$ cat src/rtl/link_master_burst.sv
// Burst master for the 4-phase req/ack link: buffers up to DEPTH words, then sends the first len of them in load order.
// Optional ack-wait timeout is compiled in with `define LINK_TIMEOUT_EN.
module link_master_burst #(
  parameter int DATA_W      = 8,
  parameter int DEPTH       = 4,
  parameter int CNT_W       = $clog2(DEPTH + 1),
  parameter int TIMEOUT_CYC = 64
) (
  input  logic              clk,
  input  logic              rst_n,
  input  logic              wr_en,
  input  logic [DATA_W-1:0] wr_data,
  input  logic              start,
  input  logic [CNT_W-1:0]  len,
  input  logic              ack,
  output logic              req,
  output logic [DATA_W-1:0] data,
  output logic              busy,
  output logic              done,
  output logic              err,
  output logic [CNT_W-1:0]  sent_cnt,
  output logic [CNT_W-1:0]  wr_cnt
);

  localparam int IDX_W = (DEPTH > 1) ? $clog2(DEPTH) : 1;

  typedef enum logic [1:0] {IDLE, SEND, WAIT_LO, FIN} state_t;

  // Link handshake: req rises with data already stable, stays up until ack is
  // sampled high, then the next req may only rise after ack is sampled low.
  state_t            state_q, state_d;
  logic [DATA_W-1:0] buf_q [DEPTH];
  logic [CNT_W-1:0]  wr_cnt_q, idx_q, len_q, sent_cnt_q, idx_nxt;
  logic [DATA_W-1:0] data_q;
  logic              req_q, busy_q, done_q, err_q;
  logic              wr_ok, accept, reject, ack_hi, next_word, fin_word, tmo, wait_hit;

  assign idx_nxt = idx_q + CNT_W'(1);
  assign wr_ok   = (state_q == IDLE) && wr_en && (wr_cnt_q < CNT_W'(DEPTH));

`ifdef LINK_TIMEOUT_EN
  localparam int TW = (TIMEOUT_CYC > 1) ? $clog2(TIMEOUT_CYC + 1) : 1;
  logic [TW-1:0] wait_q;

  // Counts cycles spent in the current SEND/WAIT_LO visit; any state change restarts it.
  always_ff @(posedge clk or negedge rst_n) begin
    if (!rst_n) begin
      wait_q <= '0;
    end else if (state_d != state_q) begin
      wait_q <= '0;
    end else if (state_q == SEND || state_q == WAIT_LO) begin
      wait_q <= wait_q + TW'(1);
    end
  end

  assign wait_hit = (wait_q == TW'(TIMEOUT_CYC - 1));
`else
  assign wait_hit = 1'b0;
`endif

  always_ff @(posedge clk or negedge rst_n) begin
    if (!rst_n) state_q <= IDLE;
    else        state_q <= state_d;
  end

  always_comb begin
    state_d   = state_q;
    accept    = 1'b0;
    reject    = 1'b0;
    ack_hi    = 1'b0;
    next_word = 1'b0;
    fin_word  = 1'b0;
    tmo       = 1'b0;
    case (state_q)
      IDLE: begin
        // Length is judged against the fill level before any same-cycle write.
        if (start) begin
          if (len == '0 || len > wr_cnt_q) begin
            reject = 1'b1;
          end else begin
            accept  = 1'b1;
            state_d = SEND;
          end
        end
      end
      SEND: begin
        if (ack) begin
          ack_hi  = 1'b1;
          state_d = WAIT_LO;
        end else if (wait_hit) begin
          tmo     = 1'b1;
          state_d = IDLE;
        end
      end
      WAIT_LO: begin
        if (!ack) begin
          if (sent_cnt_q == len_q) begin
            fin_word = 1'b1;
            state_d  = FIN;
          end else begin
            next_word = 1'b1;
            state_d   = SEND;
          end
        end else if (wait_hit) begin
          tmo     = 1'b1;
          state_d = IDLE;
        end
      end
      FIN:     state_d = IDLE;
      default: state_d = IDLE;
    endcase
  end

  // Buffer contents are don't-care after reset, so no reset here.
  always_ff @(posedge clk) begin
    if (wr_ok) buf_q[wr_cnt_q[IDX_W-1:0]] <= wr_data;
  end

  always_ff @(posedge clk or negedge rst_n) begin
    if (!rst_n) begin
      wr_cnt_q   <= '0;
      idx_q      <= '0;
      len_q      <= '0;
      sent_cnt_q <= '0;
      data_q     <= '0;
      req_q      <= 1'b0;
      busy_q     <= 1'b0;
      done_q     <= 1'b0;
      err_q      <= 1'b0;
    end else begin
      done_q <= 1'b0;
      if (wr_ok) wr_cnt_q <= wr_cnt_q + CNT_W'(1);
      if (reject) err_q <= 1'b1;
      if (accept) begin
        err_q      <= 1'b0;
        sent_cnt_q <= '0;
        idx_q      <= '0;
        len_q      <= len;
        data_q     <= buf_q[0];
        req_q      <= 1'b1;
        busy_q     <= 1'b1;
      end
      if (ack_hi) begin
        req_q      <= 1'b0;
        sent_cnt_q <= sent_cnt_q + CNT_W'(1);
      end
      if (next_word) begin
        idx_q  <= idx_nxt;
        data_q <= buf_q[idx_nxt[IDX_W-1:0]];
        req_q  <= 1'b1;
      end
      // done is registered on entry to FIN so it is high exactly while in FIN.
      if (fin_word) begin
        done_q   <= 1'b1;
        busy_q   <= 1'b0;
        wr_cnt_q <= '0;
      end
      if (tmo) begin
        req_q  <= 1'b0;
        err_q  <= 1'b1;
        busy_q <= 1'b0;
      end
    end
  end

  assign req      = req_q;
  assign data     = data_q;
  assign busy     = busy_q;
  assign done     = done_q;
  assign err      = err_q;
  assign sent_cnt = sent_cnt_q;
  assign wr_cnt   = wr_cnt_q;

endmodule

$ cat config.mk
export PLATFORM = sky130hd
export DESIGN_NAME = link_master_burst
export DESIGN_NICKNAME = d
export VERILOG_FILES = /design/src/rtl/link_master_burst.sv
export SDC_FILE = /design/constraint.sdc
export NUM_CORES = 1
export LEC_CHECK = 0
export CORE_MARGIN = 1.5
export CORE_UTILIZATION = 53
export DETAILED_ROUTE_END_ITERATION = 10
export PLACE_DENSITY = 0.78
export SETUP_SLACK_MARGIN = 0.02
export SLEW_MARGIN = 0
export SYNTH_ARGS = -nofsm -noshare
export SYNTH_HDL_FRONTEND = slang
export SYNTH_SLANG_ARGS = --single-unit
$ cat constraint.sdc
create_clock -name clk -period 2.28 [get_ports clk]
set_clock_uncertainty 0.1 [all_clocks]
set_input_delay 0.57 -clock clk [delete_from_list [all_inputs] [get_ports clk]]
set_output_delay 0.57 -clock clk [all_outputs]
set_load 0.02 [all_outputs]
==> results.txt <==
The kind of cell adding the most delay to the critical path is buffers and inverters. Dividing the detail-routed wire length by the instance count gives roughly 17 um. The number of buffer cells added on primary ports is 33. Among all flip-flop cells after synthesis, the most frequent one is edfxtp_1. TritonCTS built the clock tree. The post-route netlist has between 10% and 20% of its cells at a drive strength greater than 1.

The antenna diode count came out at 0. The post-synth net total is 204. The kind of critical path is input port to flop.

The pin count of the biggest net entering global routing is 26. Setup slack on the worst reg-to-reg path comes out at roughly 0.26 ns. The placed wire-length estimate came out at roughly 3300 um.

Summing internal, switching and leakage power gives roughly 3900 uW. The maximum clock insertion buffer count is 2. The post-placement setup slack is -0.384 ns. The number of hold violations in the final report is 0. The number of setup violations in the final report is 0. Yosys printed 0 warnings. The detail route stage leaves a number of antenna-violating nets equal to 0. Pin placement for this block handled 34 I/O pins. The slack of the critical path came out at between 0.06 and 0.07 ns. The height of the die is around 70 um.

Counting instances in the post-synthesis netlist gives the leading cell types as edfxtp_1 (32), nor2_1 (26), dfrtp_1 (25), a21oi_1 (13), inv_1 (12). In this run the static leakage power is 0.00125 uW. The effective utilization at floorplan is a little over half. The buffers plus inverters on the worst setup path came out at 2. The peak supply drop came out at just under 800 uV. The average cell area after synthesis is between 10 and 15 um^2.

The required time at the worst-slack endpoint is roughly 2.4 ns. The flow ran to the end, and the final reports show no timing, DRC or antenna violations. Subtracting the final worst setup slack from the clock period gives 2.22 ns. After clock tree synthesis, the clock-pin slew on the worst setup and hold paths is approximately 0.06 ns. At the worst endpoint, the arrival time is roughly 2.3 ns. The total routing resource utilization after global routing is between 20 and 25%.

The CTS buffer count is 9. In the synthesized netlist the async set-or-reset flop fraction comes to 43.9%. Sorting the synthesized cells by area gives the leading types as edfxtp_1 (41%), dfrtp_1 (26%), ha_1 (4.2%). The number of DRC violations after detailed routing came out at 0.

The post-route clock period utilization came out at 97.2%. The power density over the cells came out at 1260 mW/mm^2. The reported max-cap violation count came out at 0. The sort of element at the end of the critical path is a flop. Detailed routing inserted a total of between 1500 and 2000 vias. The maximum fanout encountered on the critical timing path came out at 8.

The slowest stage of the critical path is the clkdlybuf4s50_1 cell. Setup repair after global routing left no endpoint under its margin. The placeable core region is between 0.004 and 0.005 mm^2.

The transition time of the tightest slew-check pin is a little over 0.7 ns. The upper clock frequency limit came out at between 400 and 500 MHz. The number of iterations in the first detailed-routing pass came out at 4. Measured against its own limit, the worst slew margin works out to a little over half. The filler cell count in the final layout is between 200 and 300. The proportion of netlist area held by the largest area contributor came out at between 40% and 50%. The total wire length after detailed routing came out at ~4900 um.

The most common cell in the synthesized netlist is edfxtp_1. The sequential element share of the synthesized area is roughly two thirds. The number of antenna violations at the first check in global routing came to 0. In this run, the number of DRC markers left after iteration 0 of detailed routing was about 70. The launch instance of the worst register-to-register path is wr_cnt[1]. The maximum cell stage delay along the critical path came out at 0.52 ns. The insertion delay of the later-clocked pin in the worst-skew pair came out at about 0.33 ns. The width of the die is approximately 70 um. The worst hold path begins at buf_q[0][6]. The cell sitting at the root of the clock tree is a clkbuf_8. The number of hold buffers added after CTS was 0. The worst setup path is launched from an input port. The global-route congestion overflow total is 0. The number of synthesized flops with an enable pin is 32. CTS built an H-tree with a depth of 3. Compared with the post-synthesis result, the final layout area differs by 29.6%. The first-pass GRT wire length is 8140 um. The total standard cell area after synthesis came out at 0.00236 mm^2. The path class of the tightest hold or removal check is flop to flop. The number of pins with negative max-slew slack in the final report is 0. The clock net sink count came out at 57. The startpoint of the most critical setup path is len[1]. The average via count per standard cell is 5.40. The gate count of the mapped netlist is between 150 and 200. The number of distinct library cells after synthesis is 29. Walking the worst path, the cells encountered are clkdlybuf4s50_1 > ha_1 > nand3_1 > o21ai_1 > o21ai_2 > buf_6 > mux2_2. The routability congestion estimate from global placement is approximately 0.82.

The final layout contains between 200 and 300 nets. The floorplan has 24 rows. The synthesized design contains between 50 and 60 register bits. The die footprint came out at ~0.005 mm^2. The via count of the first global-routing pass came out at 1676. The biggest area contributor in the post-synthesis netlist is edfxtp_1.
## power by group
part / switching [uW] / total, uW / internal [uW]
Clock: 379 / 878 / 500
Combinational: 729 / 1440 / 708
Sequential: 201 / 1560 / 1350
## metal layers
layer / part of all wire [%] / global-route usage (%)
met3: 3.5 / 8.14
met5: 0 / 0
met1: 42 / 27.1
met2: 53 / 37.0
met4: 1.7 / 7.91
## stage by stage
stage	hold slack (ns)	instances	utilization (%)	TNS, ns	cell area, um^2
after global routing	0.402	287	70.9	0	3060
after CTS	0.387	283	69.7	0	3020
after global placement	0.360	267	65.4	-2.49	2830
after detailed placement	0.374	267	65.4	-4.45	2830
final	0.381	287	70.9	0	3060
after floorplan	0.174	180	-	0	2360
## worst reg2reg max path, stage by stage (launching register included)
cell and delay [ns]:
dfrtp_1 0.40, inv_1 0.11, ha_1 0.34, nand3_1 0.08, o21ai_1 0.09, o21ai_2 0.29, buf_6 0.18, mux2_2 0.33
## placed cells by master (no fill, tap or decap), drive strengths merged
master,instances
bufinv,1
inv,12
mux2,2
a21boi,1
clkbuf,12
a221o,8
o311a,1
edfxtp,32
and2,5
a21o,1
a211oi,1
dlymetal6s2s,1
nor2b,1
and3,1
dfrtp,25
clkinv,3
mux2i,8
nor2,27
buf,13
nand2,5
xnor2,6
ha,8
nand2b,1
a21oi,13
o21ai,8
clkdlybuf4s50,32
nand3b,1
nand3,6
## worst paths after layout
path / endpoint / cells after the start
setup / recovery: len_q[2] / 7
hold / removal: data[6] / 1
setup reg to reg: len_q[2] / 7
hold reg to reg: data[6] / 1
max in group asynchronous: data[3] / 2
min in group asynchronous: sent_cnt[2] / 2
## logic make-up (layout without fill, tap and decap cells)
family          after synthesis  in the layout  share of synthesized area, %
xor+xnor                      6              6                          2.22
buf+inv                      19             74                          3.44
simple gates                 47             47                          9.42
mux                          10             10                          4.34
compound gates               33             33                          9.21
fa+ha+maj                     8              8                          4.24
flops                        57             57                          67.1
## layout make-up
cell class	instances	area [um^2]	share of cell area (%)
clock buffer	12	135	4.41
clock inverter	4	45.0	1.47
inverter	12	45.0	1.47
multi-input combinational	104	716	23.4
sequential	57	1590	51.8
tap	52	65.1	2.12
timing repair buffer	46	472	15.4
## registers in the layout (all words and copies together), names as in the netlist
signal,flops
state_q,2
data,8
len_q,3
sent_cnt,3
idx_q,2
req,1
err,1
done,1
buf_q,32
busy,1
wr_cnt,3
## repair_timing
action | in CTS | in global routing
resized for setup | 2 | 5
setup buffers | 0 | 4
pin swaps | 0 | 2
setup endpoints to repair | 8 | 10
Power figures use the tool's default switching activity.
